<file path="src/rtl/display_fmt_if.sv">
// Handshake and segment-image bundle between a value producer and display_fmt.
// The master drives the request; the slave (display_fmt) returns ready, image and update.
interface display_fmt_if;
   logic [31:0] value;
   logic        hex_mode;
   logic [8:0]  dp_mask;
   logic        value_valid;
   logic        ready;
   logic [71:0] display_bits;
   logic        update;

   modport master (
      output value, hex_mode, dp_mask, value_valid,
      input  ready, display_bits, update
   );

   modport slave (
      input  value, hex_mode, dp_mask, value_valid,
      output ready, display_bits, update
   );
endinterface

</file>
<file path="src/rtl/display_fmt.sv">
// Formats a 32-bit value as nine 7-segment digits (decimal via double-dabble, or hex).
// Optional build macro DISPLAY_FMT_LZB_EN enables leading-zero blanking.
module display_fmt (
   input  logic         clk,
   input  logic         rst_n,
   display_fmt_if.slave bus
);

   typedef enum logic [1:0] {IDLE, CONVERT, ENCODE} state_e;

   localparam logic [31:0] MAX_DEC = 32'd999_999_999;

`ifdef DISPLAY_FMT_LZB_EN
   localparam bit LZB_EN = 1'b1;
`else
   localparam bit LZB_EN = 1'b0;
`endif

   function automatic logic [6:0] seg7(input logic [3:0] d);
      case (d)
         4'h0: seg7 = 7'h3F;
         4'h1: seg7 = 7'h06;
         4'h2: seg7 = 7'h5B;
         4'h3: seg7 = 7'h4F;
         4'h4: seg7 = 7'h66;
         4'h5: seg7 = 7'h6D;
         4'h6: seg7 = 7'h7D;
         4'h7: seg7 = 7'h07;
         4'h8: seg7 = 7'h7F;
         4'h9: seg7 = 7'h6F;
         4'hA: seg7 = 7'h77;
         4'hB: seg7 = 7'h7C;
         4'hC: seg7 = 7'h39;
         4'hD: seg7 = 7'h5E;
         4'hE: seg7 = 7'h79;
         default: seg7 = 7'h71;
      endcase
   endfunction

   state_e      state_q, state_d;
   logic [31:0] value_q, value_d;
   logic        hex_q, hex_d;
   logic [8:0]  dp_q, dp_d;
   logic [35:0] bcd_q, bcd_d;
   logic [31:0] shift_q, shift_d;
   logic [4:0]  cnt_q, cnt_d;
   logic [71:0] display_bits_q, display_bits_d;
   logic        update_q, update_d;

   logic [35:0] bcd_adj;
   logic [71:0] image;

   // Segment image from the captured registers; only latched in ENCODE.
   always_comb begin
      logic [35:0] src;
      logic        overflow;
      logic        seen;
      logic [3:0]  nib;
      logic [6:0]  seg;
      image    = '0;
      src      = hex_q ? {4'h0, value_q} : bcd_q;
      overflow = !hex_q && (value_q > MAX_DEC);
      seen     = 1'b0;
      nib      = '0;
      seg      = '0;
      for (int i = 8; i >= 0; i--) begin
         nib = src[4*i +: 4];
         if (nib != 4'h0) seen = 1'b1;
         if (overflow)
            seg = 7'h40;
         else if ((hex_q && i == 8) || (LZB_EN && !seen && i != 0))
            seg = 7'h00;
         else
            seg = seg7(nib);
         image[8*i +: 8] = {dp_q[i], seg};
      end
   end

   always_comb begin
      for (int j = 0; j < 9; j++) begin
         bcd_adj[4*j +: 4] = (bcd_q[4*j +: 4] >= 4'd5) ? bcd_q[4*j +: 4] + 4'd3
                                                          : bcd_q[4*j +: 4];
      end
   end

   // NOTE: every signal gets its hold value first, so no path can infer a latch.
   always_comb begin
      state_d        = state_q;
      value_d        = value_q;
      hex_d          = hex_q;
      dp_d           = dp_q;
      bcd_d          = bcd_q;
      shift_d        = shift_q;
      cnt_d          = cnt_q;
      display_bits_d = display_bits_q;
      update_d       = 1'b0;

      case (state_q)
         IDLE: begin
            if (bus.value_valid) begin
               value_d = bus.value;
               hex_d   = bus.hex_mode;
               dp_d    = bus.dp_mask;
               bcd_d   = '0;
               shift_d = bus.value;
               cnt_d   = '0;
               state_d = (!bus.hex_mode && bus.value <= MAX_DEC) ? CONVERT : ENCODE;
            end
         end
         CONVERT: begin
            {bcd_d, shift_d} = {bcd_adj, shift_q} << 1;
            cnt_d = cnt_q + 5'd1;
            if (cnt_q == 5'd31) state_d = ENCODE;
         end
         ENCODE: begin
            display_bits_d = image;
            update_d       = 1'b1;
            state_d        = IDLE;
         end
         default: state_d = IDLE;
      endcase
   end

   // NOTE: non-blocking assignments keep every flop sampling pre-edge values.
   always_ff @(posedge clk) begin
      if (!rst_n) begin
         state_q        <= IDLE;
         value_q        <= '0;
         hex_q          <= 1'b0;
         dp_q           <= '0;
         bcd_q          <= '0;
         shift_q        <= '0;
         cnt_q          <= '0;
         display_bits_q <= '0;
         update_q       <= 1'b0;
      end else begin
         state_q        <= state_d;
         value_q        <= value_d;
         hex_q          <= hex_d;
         dp_q           <= dp_d;
         bcd_q          <= bcd_d;
         shift_q        <= shift_d;
         cnt_q          <= cnt_d;
         display_bits_q <= display_bits_d;
         update_q       <= update_d;
      end
   end

   assign bus.ready        = (state_q == IDLE);
   assign bus.display_bits = display_bits_q;
   assign bus.update       = update_q;

endmodule

</file>
<file path="src/flat_wrapper.sv">
// flat-port wrapper written by rule: the top's interface ports become plain ports
module display_fmt_flat 
  (clk, rst_n, bus_value, bus_hex_mode, bus_dp_mask, bus_value_valid, bus_ready, bus_display_bits, bus_update);
  display_fmt_if bus_i ();
  input  logic clk;
  input  logic rst_n;
  input wire logic [$bits(bus_i.value)-1:0] bus_value;
  input wire logic [$bits(bus_i.hex_mode)-1:0] bus_hex_mode;
  input wire logic [$bits(bus_i.dp_mask)-1:0] bus_dp_mask;
  input wire logic [$bits(bus_i.value_valid)-1:0] bus_value_valid;
  output wire logic [$bits(bus_i.ready)-1:0] bus_ready;
  output wire logic [$bits(bus_i.display_bits)-1:0] bus_display_bits;
  output wire logic [$bits(bus_i.update)-1:0] bus_update;
  assign bus_i.value = bus_value;
  assign bus_i.hex_mode = bus_hex_mode;
  assign bus_i.dp_mask = bus_dp_mask;
  assign bus_i.value_valid = bus_value_valid;
  assign bus_ready = bus_i.ready;
  assign bus_display_bits = bus_i.display_bits;
  assign bus_update = bus_i.update;
  display_fmt u_core (.clk(clk), .rst_n(rst_n), .bus(bus_i));
endmodule
</file>
<file path="config.mk">
export PLATFORM = sky130hd
export DESIGN_NAME = display_fmt_flat
export DESIGN_NICKNAME = d
export VERILOG_FILES = /design/src/rtl/display_fmt_if.sv /design/src/rtl/display_fmt.sv /design/src/flat_wrapper.sv
export SDC_FILE = /design/constraint.sdc
export NUM_CORES = 1
export LEC_CHECK = 0
export BUFFER_PORTS_ARGS = -buffer_cell sky130_fd_sc_hd__buf_4
export CAP_MARGIN = 15
export CORE_UTILIZATION = 57
export CTS_CLUSTER_SIZE = 30
export DETAILED_ROUTE_END_ITERATION = 10
export GPL_ROUTABILITY_DRIVEN = 0
export PLACE_DENSITY = 0.77
export SETUP_SLACK_MARGIN = 0.5
export SYNTH_ARGS = -nofsm -noshare
export SYNTH_HDL_FRONTEND = slang
export SYNTH_SLANG_ARGS = --single-unit
</file>
<file path="constraint.sdc">
create_clock -name clk -period 3 [get_ports clk]
set_input_delay 0.6 -clock clk [delete_from_list [all_inputs] [get_ports clk]]
set_output_delay 0.6 -clock clk [all_outputs]
set_load 0.01 [all_outputs]
</file>
* Word-level counts from Yosys, hierarchy flattened
Memories as Yosys holds them, arrays and structs flattened.
Index checks and enable logic that the tools add are counted.
** Storage, ports and cells
- Register bits :: 190
- Bits in latches :: 0
- Memory bits (writable) :: 0
- Bits in read-only memories :: 1008
- Input bits :: 45
- Output and inout bits :: 74
- Word-level logic and storage cells :: 84
- Memories kept :: 9
** Cells by class
- Add/subtract/negate cells :: 10
- $mul :: 0
- Divide/modulo/power cells :: 0
- Order comparisons :: 11
- Equality and inequality tests :: 5
- Shift-type cells :: 0
- Multiplexer cells :: 31
- Bitwise logic cells :: 0
- Reductions and logical operators :: 9
** Memories
- (name not given) :: words 16, width 7, rd ports 1, clocked after memory_dff 0, wr ports 0, RTL line display_fmt.sv:20 : case (d)
- (name not given) :: words 16, width 7, rd ports 1, clocked after memory_dff 0, wr ports 0, RTL line display_fmt.sv:20
- (name not given) :: words 16, width 7, rd ports 1, clocked after memory_dff 0, wr ports 0, RTL line display_fmt.sv:20
- (name not given) :: words 16, width 7, rd ports 1, clocked after memory_dff 0, wr ports 0, RTL line display_fmt.sv:20
- (name not given) :: words 16, width 7, rd ports 1, clocked after memory_dff 0, wr ports 0, RTL line display_fmt.sv:20
- (name not given) :: words 16, width 7, rd ports 1, clocked after memory_dff 0, wr ports 0, RTL line display_fmt.sv:20
- 3 more memories
** Operators by type and width (number)
- 36-bit 2-to-1 mux :: 2
- 36-bit one-hot mux with 2 select lines :: 1
- 7-bit 2-to-1 mux :: 10
- 32-bit one-hot mux with 2 select lines :: 1
- 4-bit by 3-bit greater-or-equal comparator with 1-bit output (second input constant) :: 9
- 4-bit by 2-bit adder with 4-bit output (second input constant) :: 8
- 32-bit by 30-bit greater-than comparator with 1-bit output (second input constant) :: 1
- 32-bit by 30-bit less-or-equal comparator with 1-bit output (second input constant) :: 1
- 32-bit 2-to-1 mux :: 1
- 4-bit 2-to-1 mux :: 8
- 5-bit one-hot mux with 2 select lines :: 1
- 2-bit 2-to-1 mux :: 3
- 2-bit AND reduction :: 3
- 5-bit by 1-bit adder with 5-bit output (second input constant) :: 1
- 5-bit equality test (second input constant) :: 1
- 5-bit 2-to-1 mux :: 1
- 2-bit one-hot mux with 2 select lines :: 1
- 3-bit by 2-bit adder with 3-bit output (second input constant) :: 1
- 3-bit 2-to-1 mux :: 1
- 2-bit by 1-bit equality test with 1-bit output (second input constant) :: 1
- 2-bit equality test (second input constant) :: 1
- 1-bit logical AND :: 2
- 1-bit logical NOT :: 2
- 2-bit logical NOT :: 1
- 4 further kinds :: 4

* Longest topological paths before layout
Gate-level depths: netlist of the first run.
- Depth in word-level cells :: 5
- Mapped depth :: 13

* Worst setup path before layout of the first run
OpenSTA, ideal clock, no wires.
- Path type :: register -> register
- From :: register u_core.hex_q
- To :: register u_core.display_bits_q[3], in the netlist u_core.bus.display_bits[3]
- Setup time :: 70 ps
- Data arrival time :: 2610 ps
- Required time :: 2930 ps
- Setup slack :: 320 ps
- Stages on the path, launching flop included :: 14
- Path buffers :: 5
- Path through :: dfxtp_1 > buf_6 > buf_6 > buf_6 > buf_2 > buf_2 > nand2_1 > a21boi_0 > inv_1 > ha_1 > mux4_2 > nand2_1 > o211ai_1 > a21oi_1
** Between the ends
- Cells in the longest elaborated chain, start to end :: 3
- Elaborated cells between the ends (all ways) :: 5
- Those cells by class :: 2 x mux; 2 x reduce/logical; 1 x memory
** RTL lines
- from (decl) :: RTL line display_fmt.sv:42 : logic hex_q, hex_d;
- from (signal assigned) :: RTL line display_fmt.sv:129 : hex_q <= 1'b0;
- from (signal assigned) :: RTL line display_fmt.sv:139 : hex_q <= hex_d;
- 36-bit 2-to-1 mux / 1-bit logical NOT (equally long branches) :: RTL line display_fmt.sv:61, display_fmt.sv:62
- memory 16 x 7 bit / 1-bit logical AND (equally long branches)
- 7-bit 2-to-1 mux (*) :: RTL line display_fmt.sv:69 : if (overflow)
- to (signal assigned) :: RTL line display_fmt.sv:144 : display_bits_q <= display_bits_d;
- to (decl) :: RTL line display_fmt.sv:47 : logic [71:0] display_bits_q, display_bits_d;
Mark *: on every way between the ends. The rest lies on a longest branch, timed or not.
A chain may end at the register's enable or synchronous reset.

* Final worst setup path of the first run
Ends and elaborated chain as after synthesis.

==> flow_metrics.env, run 1 <==
export IMPL_synth_commonest_cells="nor2_1, dfxtp_1, nand2_1"
export IMPL_grt_max_degree=97
export IMPL_grt_pass1_vias=9576
export IMPL_async_reset_ff_frac=0
export IMPL_cts_tree="done"
export IMPL_areaGrowthSynthToFinish_pct=12.4
export IMPL_cp_max_fo=36
export IMPL_die_height_um=145
export IMPL_seq_power_share=0.473
export IMPL_rows=51
export IMPL_max_vdd_ir_drop_v=0.000418
export IMPL_powerDensity_mw_per_mm2=457
export IMPL_timing_final_crit_period_ps=2420
export IMPL_multi_input_area_mm2=0.00702
export IMPL_start_util=0.590
export IMPL_synth_distinct_cells=70
export IMPL_synth_edf_count=0
export IMPL_arrival_ps=2790
export IMPL_setup_tns_ps=0
export IMPL_cts_clk_slew_worst_paths_ps=80
export IMPL_die_w_um=145
export IMPL_postLayoutCellArea_mm2=0.0131
export IMPL_port_buffers=118
export IMPL_syn_avg_cell_area_um2=7.70
export IMPL_cts_buffer_depth=2
export IMPL_clockPowerShare=0.377
export IMPL_clk_latency_ps=440
export IMPL_endpoint_kind="flip-flop"
export IMPL_synthFlopType="dfxtp_1"
export IMPL_leakage_nw=5.21
export IMPL_grt_overflow=0
export IMPL_cap_violations=0
export IMPL_maxSlewViolCount=0
export IMPL_antenna_left=0
export IMPL_antenna_found_initial=0
export IMPL_cp_start_kind="flip-flop"
export IMPL_ioPinCount=119
export IMPL_drt_iter0_drc=804
export IMPL_finalSetupViolations=0
export IMPL_drc=0
export IMPL_tightest_slew_ps=1040
export IMPL_post_cts_repair_setup_buffers=0
export IMPL_wirelength_um=30000
export IMPL_htreeDepth=4
export IMPL_reg2reg_from="u_core.hex_q"
export IMPL_dr_pass1_iters=5
export IMPL_gr_usage_all_layers=0.288
export IMPL_finalCritPeriodShare=0.805
export IMPL_routedWlPerCell_um=16.5
export IMPL_cp_data_required_time_ps=3380
export IMPL_netlist_top_cells_area="dfxtp_1, ha_1, nor2_1"
export IMPL_place_hpwl_um=20200
export IMPL_min_from="bus_dp_mask[8]"
export IMPL_hold_viol_final=0
export IMPL_viasPerCell=6.00
export IMPL_cts_resized_gates=0
export IMPL_power_frac_comb=0.149
export IMPL_synth_top_area_cell="dfxtp_1"
export IMPL_critPathKind="flip-flop to flip-flop"
export IMPL_netlist_area_leader_share=0.327
export IMPL_cts_inserted_buffers=17
export IMPL_synth_most_common_cell="nor2_1"
export IMPL_fmax_ghz=0.414
export IMPL_utilization=0.663
export IMPL_nNetsFinal=1665
export IMPL_num_vias=10950
export IMPL_cts_sinks=190
export IMPL_synth_net_count=1629
export IMPL_ys_ff_latch=190
export IMPL_root_buffer="clkbuf_16"
export IMPL_relSlewSlack=0.308
export IMPL_cp_startpoint="u_core.hex_q"
export IMPL_cell_internal_pwr_mw=4.18
export IMPL_cts_hold_fix_buffers=0
export IMPL_die_area_mm2=0.0210
export IMPL_nFillCells=1674
export IMPL_synth_cells=1511
export IMPL_synth_seq_area_share=0.327
export IMPL_coreArea_mm2=0.0197
export IMPL_yosysWarnings=0
export IMPL_skew_ps=10.0
export IMPL_place_area_mm2=0.0125
export IMPL_min_path_type="input pin to flip-flop"
export IMPL_syn_area_mm2=0.0116
export IMPL_status="completed"
export IMPL_switching_share=0.302
export IMPL_rsz0062_at_grt="true"
export IMPL_p_sw_mw=1.80
export IMPL_grt_pass1_wl_um=47800
export IMPL_diodes=0
export IMPL_drive_gt1_frac=0.142
export IMPL_p_total_mw=5.98
export IMPL_regArea_mm2=0.00381
sequential cells by signal, summed over array words and instances (netlist names):
register and count:
u_core.bcd_q 36, u_core.state_q 2, u_core.value_q 32, u_core.cnt_q 5
u_core.hex_q 1, u_core.bus.display_bits 72, u_core.dp_q 9, u_core.bus.update 1
u_core.shift_q 32
final timing paths:
kind / to / cells after the start / slack, ps
hold reg to reg: u_core.bus.display_bits[12] / 2 / 450
setup reg to reg: u_core.bus.display_bits[3] / 8 / 580
setup / recovery: u_core.bus.display_bits[3] / 8 / 580
hold / removal: u_core.dp_q[8] / 3 / 400
critical path, stage by stage (launching register included):
cell and delay (ps):
dfxtp_4 410, buf_4 380, mux2i_2 400, inv_1 140, ha_1 260, mux4_2 470
nand2_1 80, o211ai_1 80, a21oi_1 130
area by class of cell:
type | instances | area share
inverter | 65 | 0.0187
clock buffer | 17 | 0.0325
sequential | 190 | 0.291
timing repair buffer | 139 | 0.0833
clock inverter | 15 | 0.0121
multi-input combinational | 1134 | 0.537
tap | 265 | 0.0254
stage by stage:
stage / hold WS (ps) / setup slack (ps) / cells
2_1_floorplan: 432 / 453 / 1511
3_3_place_gp: 436 / 682 / 1793
3_5_place_dp: 441 / 556 / 1793
4_1_cts: 392 / 568 / 1825
5_1_grt: 389 / 472 / 1825
6_report: 396 / 584 / 1825
layout by cell type (no fill, tap or decap), drive strengths merged, types with 10 or more instances in the layout:
cell type and n:
a21oi 166, a32o 13, a211oi 37, a22o 10, xnor2 17, inv 77
nor2 223, nand2 183, and3 11, a22oi 15, nand2b 13, ha 73
mux2i 37, nor3 26, a21boi 15, clkbuf 17, nand3b 15, dfxtp 190
mux2 10, buf 139, o22ai 17, o221ai 31, nand3 24, o21ai 96
a31oi 17
cell families after synthesis:
| group | after synthesis | share of synthesized area |
|---|---|---|
| AO/OA/AOI/OAI | 467 | 0.260 |
| XOR/XNOR | 26 | 0.0196 |
| flip-flops | 190 | 0.327 |
| multiplexers | 48 | 0.0484 |
| adder cells (fa/ha/maj) | 73 | 0.0786 |
| AND/OR/NAND/NOR | 520 | 0.193 |
| buffers and inverters | 187 | 0.0731 |
power by group through the flow:
stage               Sequential [mW]  Combinational, mW  Clock [mW]
detailed placement             2.88              0.883           0
global placement               2.88              0.869           0
floorplan                      2.86              0.575           0
finish                         2.83              0.894        2.26
CTS                            2.82              0.887        2.29
global route                   2.85              0.996        2.40
metal layers:
metal,GRT usage,up-vias,wire length [um]
li1,-,5366,-
met1,0.400,5171,14000
met2,0.461,382,13700
met3,0.0451,31,2000
met4,0.0737,0,384
met5,0,-,0
Note: power is estimated with default switching activity, not from simulation.
==> inputs of run 2 (changes only) <==
--- a/config.mk
+++ b/config.mk
@@ -5,13 +5,14 @@
 export SDC_FILE = /design/constraint.sdc
 export NUM_CORES = 1
 export LEC_CHECK = 0
+export ABC_AREA = 1
 export BUFFER_PORTS_ARGS = -buffer_cell sky130_fd_sc_hd__buf_4
 export CAP_MARGIN = 15
-export CORE_UTILIZATION = 57
+export CORE_UTILIZATION = 53
 export CTS_CLUSTER_SIZE = 30
 export DETAILED_ROUTE_END_ITERATION = 10
 export GPL_ROUTABILITY_DRIVEN = 0
-export PLACE_DENSITY = 0.77
+export PLACE_DENSITY = 0.76
 export SETUP_SLACK_MARGIN = 0.5
 export SYNTH_ARGS = -nofsm -noshare
 export SYNTH_HDL_FRONTEND = slang
==> constraint.sdc (replaced) <==
create_clock -name clk -period 2.18 [get_ports clk]
set_input_delay 0.436 -clock clk [delete_from_list [all_inputs] [get_ports clk]]
set_output_delay 0.436 -clock clk [all_outputs]
set_load 0.01 [all_outputs]
==> flow_metrics.env, run 2 <==
export IMPL_largest_reg_flops=72
export IMPL_nFillCells=1401
export IMPL_drt_iter0_drc=911
export IMPL_timing_final_crit_period_ps=1910
export IMPL_relSlewSlack=0.560
export IMPL_critPathKind="flip-flop to flip-flop"
export IMPL_rsz0062_at_grt="true"
export IMPL_htreeDepth=4
export IMPL_cp_num_buf_inv=2
export IMPL_hold_end="u_core.dp_q[1]"
export IMPL_dr_pass1_iters=5
export IMPL_ys_ff_latch=190
export IMPL_cap_violations=0
export IMPL_start_util=0.546
export IMPL_ioPinCount=119
export IMPL_cp_max_fo=12
export IMPL_grt_max_degree=106
export IMPL_yosysWarnings=0
export IMPL_rows=50
export IMPL_synth_most_common_cell="nand2_1"
export IMPL_antenna_found_initial=0
export IMPL_synth_net_count=1603
export IMPL_tightest_slew_ps=659
export IMPL_min_from="bus_dp_mask[1]"
export IMPL_busiest_layer="met2"
export IMPL_synthFlopType="dfxtp_1"
export IMPL_cts_tree="done"
export IMPL_drc=0
export IMPL_hold_viol_final=0
export IMPL_areaGrowthSynthToFinish_pct=32.9
export IMPL_fmax_ghz=0.523
export IMPL_place_hpwl_um=17300
export IMPL_r2r_end="u_core.bus.display_bits[17]"
export IMPL_endpoint_kind="flip-flop"
export IMPL_netlist_top_cells_area="dfxtp_1, nand2_1, a21oi_1"
export IMPL_clockPowerShare=0.378
export IMPL_powerDensity_mw_per_mm2=615
export IMPL_p_sw_mw=2.38
export IMPL_synth_cells=1485
export IMPL_diodes=0
export IMPL_rr_worst_depth=9
export IMPL_regArea_mm2=0.00381
export IMPL_gr_usage_all_layers=0.274
export IMPL_max_vdd_ir_drop_v=0.000592
export IMPL_cp_start_kind="flip-flop"
export IMPL_cp_data_required_time_ps=2520
export IMPL_coreArea_mm2=0.0188
export IMPL_antenna_left=0
export IMPL_crit_slowest_cell="dfxtp_4"
export IMPL_status="completed"
export IMPL_maxSlewViolCount=0
export IMPL_reg2reg_from="u_core.hex_q"
export IMPL_skew_ps=10.6
export IMPL_layout_commonest_cell="nand2_1"
export IMPL_synth_distinct_cells=36
export IMPL_seq_power_share=0.455
export IMPL_routedWlPerCell_um=15.9
export IMPL_die_height_um=141
export IMPL_syn_avg_cell_area_um2=6.92
export IMPL_num_vias=10671
export IMPL_cell_internal_pwr_mw=6.03
export IMPL_synth_seq_area_share=0.370
export IMPL_port_buffers=118
export IMPL_grt_pass1_wl_um=44300
export IMPL_power_frac_comb=0.167
export IMPL_die_area_mm2=0.0200
export IMPL_use_met3=0.0358
export IMPL_synth_edf_count=0
export IMPL_switching_share=0.283
export IMPL_rrSetupSlack_ps=270
export IMPL_drive_gt1_frac=0.273
export IMPL_met2_usage=0.447
export IMPL_async_reset_ff_frac=0
export IMPL_path_cells="buf_12 > o21ai_2 > inv_2 > ha_4 > a21oi_2 > a21oi_1 > nor2_1 > nand2_1 > nand2_1"
export IMPL_netlist_area_leader_share=0.370
export IMPL_cts_buffer_depth=2
export IMPL_synth_top_area_cell="dfxtp_1"
export IMPL_hold_path_depth=3
export IMPL_arrival_ps=2250
export IMPL_finalSetupViolations=0
export IMPL_wirelength_um=30600
export IMPL_crit_top_cell="nand2_1"
export IMPL_multi_input_area_mm2=0.00655
export IMPL_cts_hold_fix_buffers=0
export IMPL_setup_tns_ps=0
export IMPL_finalCritPeriodShare=0.877
export IMPL_groute_layer_met1_usage=0.367
export IMPL_crit_family="compound AO/OA/AOI/OAI gates"
export IMPL_final_cell_mix="nand2_1, dfxtp_1, buf_4, a21oi_1, inv_1"
export IMPL_viasPerCell=5.54
export IMPL_max_stage_delay_ps=420
export IMPL_nNetsFinal=1771
export IMPL_grt_pass1_vias=9216
export IMPL_leakage_nw=5.66
export IMPL_utilization=0.726
export IMPL_min_path_type="input pin to flip-flop"
export IMPL_cts_inserted_buffers=17
export IMPL_cts_sinks=190
export IMPL_syn_area_mm2=0.0103
export IMPL_clk_latency_ps=440
export IMPL_grt_overflow=0
export IMPL_cts_clk_slew_worst_paths_ps=70
export IMPL_root_buffer="clkbuf_16"
export IMPL_die_w_um=141
export IMPL_synth_commonest_cells="nand2_1, a21oi_1, dfxtp_1"
## run 2: power groups by stage
stage | Sequential [mW] | Combinational (mW) | Clock (mW)
final | 3.83 | 1.40 | 3.18
after floorplan | 3.91 | 0.661 | 0
after global routing | 3.85 | 1.51 | 3.33
after global placement | 3.89 | 1.10 | 0
after detailed placement | 3.90 | 1.12 | 0
after CTS | 3.82 | 1.25 | 3.17
## run 2: how the worst max path moves through the flow
stage	startpoint	endpoint	slack, ps	cells after the start
2_1_floorplan	u_core.hex_q	u_core.bus.display_bits[11]	480	12
3_3_place_gp	rst_n	u_core.bus.display_bits[2]	200	6
3_5_place_dp	rst_n	u_core.bus.display_bits[13]	160	6
4_1_cts	u_core.hex_q	u_core.bus.display_bits[27]	430	11
5_1_grt	u_core.hex_q	u_core.bus.display_bits[43]	230	11
6_report	u_core.hex_q	u_core.bus.display_bits[17]	270	9
## run 2: layout make-up
class | instances | share of cell area
clock buffers | 19 | 0.0332
clock inverters | 13 | 0.0102
inverters | 127 | 0.0382
multi-input cells | 1108 | 0.480
flip-flops and latches | 190 | 0.279
well taps | 260 | 0.0238
repair buffers | 209 | 0.136
## run 2: timing repair
| action | 4_1_cts | 5_1_grt |
|---|---|---|
| cloned | 4 | 2 |
| pin swaps | 32 | 38 |
| hold endpoints to repair | 0 | 0 |
| endpoints found under the setup margin | 66 | 70 |
| setup buffers | 29 | 39 |
| resized for setup | 71 | 144 |
## run 2: cell families after synthesis
| kind of cell | count (synthesis) | synth area share |
|---|---|---|
| simple gates | 648 | 0.247 |
| xor+xnor | 8 | 0.00682 |
| fa+ha+maj | 73 | 0.0888 |
| compound gates | 376 | 0.208 |
| flops | 190 | 0.370 |
| buf+inv | 190 | 0.0795 |
## run 2: metal layers
| metal | part of all wire | up-vias |
|---|---|---|
| li1 | - | 5176 |
| met1 | 0.43 | 4893 |
| met2 | 0.47 | 519 |
| met3 | 0.069 | 83 |
| met4 | 0.030 | 0 |
| met5 | 0 | - |
## run 2: tightest hold or removal path, stage by stage
cell	delay (ps)
buf_4	80
nor2_1	30
nor2_1	80
## run 2: metrics by stage
step	total power, mW	worst slack (ps)	hold slack [ps]	instance area [um^2]	instances
after floorplan	4.57	477	425	10500	1485
after global placement	5.00	200	436	11600	1820
after detailed placement	5.01	157	440	11600	1820
after CTS	8.24	429	219	12800	1885
after global routing	8.69	230	243	13700	1926
final	8.41	268	220	13700	1926
